===== config.mk =====
export PLATFORM = sky130hd
export DESIGN_NAME = button_event_decoder
export DESIGN_NICKNAME = d
export VERILOG_FILES = /design/src/rtl/button_event_decoder.sv
export SDC_FILE = /design/constraint.sdc
export NUM_CORES = 1
export LEC_CHECK = 0
export BUFFER_PORTS_ARGS = -buffer_cell sky130_fd_sc_hd__buf_4
export CORE_ASPECT_RATIO = 1.5
export CORE_UTILIZATION = 35
export DETAILED_ROUTE_END_ITERATION = 7
export PLACE_DENSITY_LB_ADDON = 0.1
export RECOVER_POWER = 100
export SETUP_SLACK_MARGIN = 0.02
export SLEW_MARGIN = 0
export SYNTH_ARGS = -nofsm -noshare
export SYNTH_HDL_FRONTEND = slang
export SYNTH_SLANG_ARGS = --single-unit

===== constraint.sdc =====
create_clock -name clk -period 1.8 [get_ports clk]
set_input_delay 0 -clock clk [delete_from_list [all_inputs] [get_ports clk]]
set_output_delay 0 -clock clk [all_outputs]
set_load 0.02 [all_outputs]

===== src/rtl/button_event_decoder.sv =====
`default_nettype none
// ============================================================================
//  Module   : button_event_decoder
//  Purpose  : Synchronise, debounce and decode raw push-button pins into
//             level, press, release and long-press events, one channel each.
//  Revision : 1.0  initial release
// ============================================================================
module button_event_decoder #(
  parameter int NUM_BTN         = 2,
  parameter bit ACTIVE_LOW      = 1'b1,
  parameter int DEBOUNCE_CYCLES = 1000000,
  parameter int LONG_CYCLES     = 100000000
) (
  input  logic               clk,
  input  logic               rst,
  input  logic [NUM_BTN-1:0] btn_raw,
  output logic [NUM_BTN-1:0] btn_level,
  output logic [NUM_BTN-1:0] btn_press,
  output logic [NUM_BTN-1:0] btn_release,
  output logic [NUM_BTN-1:0] btn_long
);

  localparam int DC_W = $clog2(DEBOUNCE_CYCLES);
  localparam int HC_W = $clog2(LONG_CYCLES) + 1;

  localparam logic [DC_W-1:0] c_DC_LAST = DC_W'(DEBOUNCE_CYCLES - 1);
  localparam logic [HC_W-1:0] c_HC_FIRE = HC_W'(LONG_CYCLES - 1);
  localparam logic [HC_W-1:0] c_HC_SAT  = HC_W'(LONG_CYCLES);

  generate
    for (genvar i = 0; i < NUM_BTN; i++) begin : g_chan
      logic            r_s1;
      logic            r_s2;
      logic            r_st;
      logic [DC_W-1:0] r_dc;
      logic [HC_W-1:0] r_hc;
      logic            r_level;
      logic            r_press;
      logic            r_release;
      logic            r_long;
      logic            w_p;
      logic            w_rise;
      logic            w_fall;

      assign w_p    = btn_raw[i] ^ ACTIVE_LOW;
      // r_level lags r_st by one edge, so a mismatch marks the accepted change
      assign w_rise = r_st & ~r_level;
      assign w_fall = ~r_st & r_level;

      // Synchroniser is deliberately left without reset
      always_ff @(posedge clk) begin
        r_s1 <= w_p;
        r_s2 <= r_s1;
      end

      always_ff @(posedge clk) begin
        if (rst) begin
          r_st      <= 1'b0;
          r_dc      <= '0;
          r_hc      <= '0;
          r_level   <= 1'b0;
          r_press   <= 1'b0;
          r_release <= 1'b0;
          r_long    <= 1'b0;
        end else begin
          if (r_s2 == r_st) begin
            r_dc <= '0;
          end else if (r_dc == c_DC_LAST) begin
            r_st <= r_s2;
            r_dc <= '0;
          end else begin
            r_dc <= r_dc + DC_W'(1);
          end

          r_level   <= r_st;
          r_press   <= w_rise;
          r_release <= w_fall;

          // Saturation above the fire value keeps the long pulse to one per hold
          if (!r_st || w_rise) begin
            r_hc <= '0;
          end else if (r_hc != c_HC_SAT) begin
            r_hc <= r_hc + HC_W'(1);
          end
          r_long <= r_st & ~w_rise & (r_hc == c_HC_FIRE);
        end
      end

      assign btn_level[i]   = r_level;
      assign btn_press[i]   = r_press;
      assign btn_release[i] = r_release;
      assign btn_long[i]    = r_long;
    end
  endgenerate

endmodule
`default_nettype wire


==> out/metrics.json, run 1 <==
{
  "setup_failing_eps_final": 50,
  "via_per_inst": 5.12,
  "critical_path.top_delay_family": "simple AND/OR/NAND/NOR gates",
  "relSlewSlack_pct": 67.4,
  "synth.yosys.seq_area_share_pct": 43.6,
  "diodes": 0,
  "drt_first_pass_iters": 4,
  "outcome": "complete, but fails checks",
  "grt_use_total_pct": 16.3,
  "synth_flop_cell": "dfxtp_1",
  "hp-class": "flop to flop",
  "violations": "setup timing",
  "most_frequent_standard_cell_in_the_layout_excluding_fill_and_tap_cells": "dfxtp_1",
  "placement_rows": 53,
  "clock_buffers_created_by_tritoncts": 9,
  "die-area_um2": 14900,
  "synth-async-reset-ratio_pct": 0,
  "critical-path-slowest-cell": "or4_4",
  "detail_route.wl_per_cell_um": 12.7,
  "synth_instances": 585,
  "vias_in_the_first_global_route": 4567,
  "synth.net_count": 595,
  "fmax_mhz": 519,
  "tritoncts_clock_tree": "built",
  "rsz0062_at_grt": "yes",
  "most_used_cells_in_the_layout_excluding_fill_and_tap_cells": "dfxtp_1 (94), buf_4 (80), nor2_1 (49)",
  "synth.ff_latch_count": 110,
  "static-leakage-power_nw": 2.09,
  "routed_wl_um": 11100,
  "netlist-cell-type-count": 44,
  "detailedRoute.firstIterationViolations": 147,
  "final_core_utilization_pct": 45.9,
  "drc_errors": 0,
  "setup.reg_to_reg.worst_slack_ns": -0.13,
  "vdd_drop_max_v": 0.000432,
  "met3_wirelength_um": 171,
  "ios": 12,
  "worst_slack_ns": -0.127,
  "final_layout_size_suffix_gt1_share_pct": 25.2,
  "grt_max_degree": 21,
  "synth-edff-count": 0,
  "timing.critical_path.buf_inv": 0,
  "mappedNetlistArea_um2": 5050,
  "clock-sinks": 110,
  "die_x_um": 100,
  "maxCapViolations": 0,
  "final_skew_ns": 0.00886,
  "numPortBuffers": 11,
  "timing.final.max_slew_violations": 0,
  "clock_insertion_delay_worst_skew_ns": 0.35,
  "clock_tree.buffer_depth": 2,
  "initial_utilization_pct": 36.0,
  "dp_hpwl_um": 8100,
  "die_y_um": 149,
  "max_fanout_on_critical_path": 3,
  "arrival_ns": 2.22,
  "grt_pass1_wl_um": 19800,
  "grt.overflow.total": 0,
  "final_period_minus_worst_setup_slack_ns": 1.93,
  "cts-htree-levels": 3,
  "detail-route-antenna-nets": 0,
  "worst_setup_path_start_kind": "flop",
  "core_region_area_um2": 14100,
  "top_signal_layer_used": "met4",
  "clk_pin_slew_ns": 0.07,
  "power.density_cell_area_nw_per_um2": 725,
  "crit_chain": "or4b_1 -> or4_4 -> or3_4 -> a21oi_2",
  "root_buffer_cell": "clkbuf_16",
  "instances_no_fill": 874,
  "post_synthesis_average_cell_area_um2": 8.64,
  "yosysWarningCount": 0,
  "report.power.total_mw": 4.68,
  "final_hold_viol_count": 0,
  "met1Wirelength_um": 4830,
  "cp_slowest_stage_delay_ns": 0.56,
  "critical_path_end_type": "flop",
  "numPlacedInstances": 847,
  "final_setup_tns_ns": -4.23,
  "placement.setup.worst_slack_ns": -0.140,
  "met2RoutedLength_um": 5870,
  "criticalPathCategory": "flop to flop",
  "gpl.final_weighted_congestion": 0.742,
  "vias": 4475,
  "timing.critical_path.required_ns": 2.09,
  "final_nets": 687,
  "syn2layout_area_growth_pct": 27.7,
  "filler_cell_count": 1450,
  "final_min_period_over_clock_period_pct": 107,
  "initial_antenna_violation_count": 0,
  "worst-slew-pin-transition_ns": 0.483
}
==> area by class of cell <==
class                   instances  area, um2  share of cell area [%]
clock buffers                  11        243                    3.76
multi-input cells             421       2740                    42.5
inverters                      24       90.1                    1.40
flip-flops and latches        110       2220                    34.4
clock inverters                 5       82.6                    1.28
well taps                     192        240                    3.72
repair buffers                111        836                    12.9
==> per-stage QoR <==
step	instance area [um2]	hold WS, ns
global placement	5960	0.153
CTS	6400	0.313
finish	6460	0.333
detailed placement	5960	0.151
global route	6460	0.345
floorplan	5130	0.0565
==> cells in the mapped netlist (9+ instances only) <==
cell type	count	area [um2]
xor2_1	15	131
nor4_1	11	68.8
or3_1	24	150
nand2_1	33	124
and3_1	9	56.3
a21oi_1	50	250
nand3_1	42	210
dfxtp_1	110	2200
inv_1	24	90.1
nor2_1	50	188
o21ai_0	30	150
nand4_1	16	100
nor3_1	11	55.1
xnor2_1	29	254
o31ai_1	20	150
and4_1	11	96.3
clkbuf_1	14	52.6
or4_1	24	180
==> routing by layer <==
metal	GRT usage, %	vias up
met5	0	-
met2	31.0	28
met4	7.61	0
met3	2.06	17
li1	-	2296
met1	17.6	2134
==> report_power, final <==
part | total (mW) | internal, mW | switching, mW
clock | 2.17 | 1.26 | 0.908
sequential | 2.45 | 2.44 | 0.00490
combinational | 0.0653 | 0.0319 | 0.0334
total | 4.68 | 3.73 | 0.946
==> sequential cells by signal (all words and copies together), names as in the netlist <==
name              count
g_chan.r_hc          56
g_chan.r_dc          40
g_chan.r_level        2
g_chan.r_long         2
g_chan.r_press        2
g_chan.r_release      2
g_chan.r_s1           2
g_chan.r_s2           2
g_chan.r_st           2
==> worst reg2reg max path, delay by kind of cell, from the launching register on <==
kind            cells  cell delay [ns]
flops               1             0.33
compound gates      1             0.11
simple gates        3             1.43
==> logic make-up after synthesis <==
| family | after synthesis | share of synthesized area [%] |
|---|---|---|
| compound gates | 106 | 12.0 |
| xor+xnor | 44 | 7.62 |
| fa+ha+maj | 6 | 1.49 |
| buf+inv | 55 | 5.22 |
| flops | 110 | 43.6 |
| mux | 1 | 0.198 |
| simple gates | 263 | 29.9 |
==> worst paths after layout <==
check,to,start,cells after the start
worst min-delay path,g_chan[0].r_s2$_DFF_P_,g_chan[0].r_s1$_DFF_P_,0
worst min register to register,g_chan[0].r_s2$_DFF_P_,g_chan[0].r_s1$_DFF_P_,0
worst max register to register,g_chan[1].r_st$_SDFFE_PP0P_,g_chan[1].r_dc[8]$_SDFF_PP0_,4
worst max-delay path,g_chan[1].r_st$_SDFFE_PP0P_,g_chan[1].r_dc[8]$_SDFF_PP0_,4
==> what timing repair did <==
action | in CTS | in global routing
pin swaps | 16 | 12
gates resized for setup | 10 | 32
setup buffers | 5 | 3
hold endpoints to repair | 9 | 0
gates cloned | 1 | 0
setup endpoints to repair | 58 | 68
hold buffers | 3 | 0
No activity file was read; power rests on OpenSTA's default activity.
==> inputs of run 2 (changes only) <==
Settings changed: PLACE_DENSITY from default to 0.6, PLACE_DENSITY_LB_ADDON 0.1 to default.
==> run 2 against run 1 <==
  * The run still ends with setup timing left
  * Clock skew up 0.00083 ns
  * Critical path depth stayed put
  * Count of clock-buffer cells in the layout unchanged
  * Sequential share of layout area is 0.39 points higher
  * Sequential power about the same
  * Clock power about the same
  * First-iteration DRC count up 31%
  * Cell count fell by 0.92%
  * Largest cell class unchanged
==> out/metrics.json, run 2 (synthesis results as in run 1) <==
{
  "hp-class": "flop to flop",
  "setup.reg_to_reg.worst_slack_ns": -0.1,
  "fmax_mhz": 527,
  "core_region_area_um2": 14100,
  "crit_chain": "or4_4 -> or4_4 -> or3_1 -> a21oi_2",
  "max_fanout_on_critical_path": 3,
  "clock_tree.buffer_depth": 2,
  "drc_errors": 0,
  "grt_use_total_pct": 15.7,
  "rsz0062_at_grt": "yes",
  "grt_pass1_wl_um": 19100,
  "worst-slew-pin-transition_ns": 0.470,
  "dp_hpwl_um": 8050,
  "initial_antenna_violation_count": 0,
  "report.power.total_mw": 4.66,
  "r2r_cells": 4,
  "worst_slack_ns": -0.0991,
  "relSlewSlack_pct": 68.3,
  "grt.overflow.total": 0,
  "critical_path.top_delay_family": "simple AND/OR/NAND/NOR gates",
  "routed_wl_um": 11100,
  "via_per_inst": 5.16,
  "most_used_cells_in_the_layout_excluding_fill_and_tap_cells": "dfxtp_1 (90), buf_4 (75), nor2_1 (50)",
  "reg_top3": "g_chan.r_hc: 56 flops, g_chan.r_dc: 40 flops",
  "placement_rows": 53,
  "timing.critical_path.required_ns": 2.09,
  "initial_utilization_pct": 36.0,
  "die-area_um2": 14900,
  "crit_end": "g_chan[1].r_st$_SDFFE_PP0P_",
  "largest_reg_flops": 56,
  "criticalPathCategory": "flop to flop",
  "setup_failing_eps_final": 46,
  "worst_setup_path_start_kind": "flop",
  "power.density_cell_area_nw_per_um2": 727,
  "cp_num_cells": 4,
  "static-leakage-power_nw": 2.04,
  "final_core_utilization_pct": 45.6,
  "gpl.final_weighted_congestion": 0.835,
  "grt_max_degree": 21,
  "path_common_cell": "or4_4",
  "root_buffer_cell": "clkbuf_16",
  "clock_insertion_delay_worst_skew_ns": 0.34,
  "detail-route-antenna-nets": 0,
  "worst_r2r_startpoint": "g_chan[1].r_dc[13]$_SDFF_PP0_",
  "final_min_period_over_clock_period_pct": 106,
  "maxCapViolations": 0,
  "critical_path.startpoint": "g_chan[1].r_dc[13]$_SDFF_PP0_",
  "drt_first_pass_iters": 4,
  "ios": 12,
  "vdd_drop_max_v": 0.000416,
  "diodes": 0,
  "arrival_ns": 2.19,
  "numPortBuffers": 11,
  "reg2reg_to": "g_chan[1].r_st$_SDFFE_PP0P_",
  "filler_cell_count": 1429,
  "die_y_um": 149,
  "outcome": "complete, but fails checks",
  "tritoncts_clock_tree": "built",
  "regArea_um2": 2230,
  "final_setup_tns_ns": -3.54,
  "violations": "setup timing",
  "clk_pin_slew_ns": 0.07,
  "vias_in_the_first_global_route": 4388,
  "largest-register": "g_chan.r_hc",
  "critical-path-slowest-cell": "or4_4",
  "final_layout_size_suffix_gt1_share_pct": 25.1,
  "detailedRoute.firstIterationViolations": 193,
  "vias": 4466,
  "multi_input_area_um2": 2750,
  "final_nets": 679,
  "critical_path_end_type": "flop",
  "detail_route.wl_per_cell_um": 12.8,
  "final_skew_ns": 0.00969,
  "clock_buffers_created_by_tritoncts": 9,
  "final_period_minus_worst_setup_slack_ns": 1.90,
  "cts-htree-levels": 3,
  "cp_slowest_stage_delay_ns": 0.55,
  "final_worst_hold_slack_ns": 0.326,
  "final_hold_viol_count": 0,
  "clock-sinks": 110,
  "die_x_um": 100,
  "most_frequent_standard_cell_in_the_layout_excluding_fill_and_tap_cells": "dfxtp_1",
  "timing.final.max_slew_violations": 0,
  "timing.critical_path.buf_inv": 0,
  "syn2layout_area_growth_pct": 26.7
}
## run 2: cell types whose count changed in the layout (fill, tap and decap cells not counted), sizes merged
cell,previous run,this run
clkbuf,29,30
buf,90,81
## run 2: worst min-delay path by stage
stage | from | slack, ns | endpoint | depth (start not counted)
after floorplan | btn_raw[0] | 0.06 | g_chan[0].r_s1$_DFF_P_ | 1
after global placement | btn_raw[1] | 0.15 | g_chan[1].r_s1$_DFF_P_ | 2
after detailed placement | btn_raw[1] | 0.15 | g_chan[1].r_s1$_DFF_P_ | 2
after CTS | btn_raw[1] | 0.33 | g_chan[1].r_s1$_DFF_P_ | 3
after global routing | g_chan[1].r_s1$_DFF_P_ | 0.34 | g_chan[1].r_s2$_DFF_P_ | 0
final | g_chan[0].r_s1$_DFF_P_ | 0.33 | g_chan[0].r_s2$_DFF_P_ | 0
## run 2: area by class of cell
type | instances | area share, %
Multi-Input combinational cell | 421 | 43.0
Sequential cell | 110 | 34.8
Timing Repair Buffer | 103 | 12.0
Clock buffer | 11 | 3.79
Tap cell | 192 | 3.75
Inverter | 24 | 1.41
Clock inverter | 5 | 1.29
## run 2: layer usage
layer,wire [um],global-route usage [%]
met1,4800,17.6
met2,5890,29.3
met3,209,2.34
met4,234,6.23
met5,0,0
## run 2: power breakdown
part | leakage [nW] | internal (mW) | switching (mW)
logic | 0.985 | 0.0302 | 0.0317
registers | 0.898 | 2.44 | 0.00512
clock network | 0.160 | 1.26 | 0.892
## run 2: worst register-to-register path, cell delays in order, from the launching register on
cell,delay [ns]
dfxtp_1,0.31
or4_4,0.53
or4_4,0.55
or3_1,0.34
a21oi_2,0.12
## run 2: through the flow
stage               cells  setup WS, ns  instance area [um2]
finish                866       -0.0991                 6410
CTS                   861        -0.109                 6320
floorplan             585        -0.110                 5130
global placement      839       -0.0738                 5900
detailed placement    839       -0.0972                 5900
global route          866        -0.164                 6410
## run 2: what timing repair did
action	in CTS	in global routing
resized for setup	13	30
buffers inserted	2	5
hold buffers	3	0
pin swaps	5	17
hold endpoints to repair	9	0
endpoints found under the setup margin	51	60
gates cloned	1	0
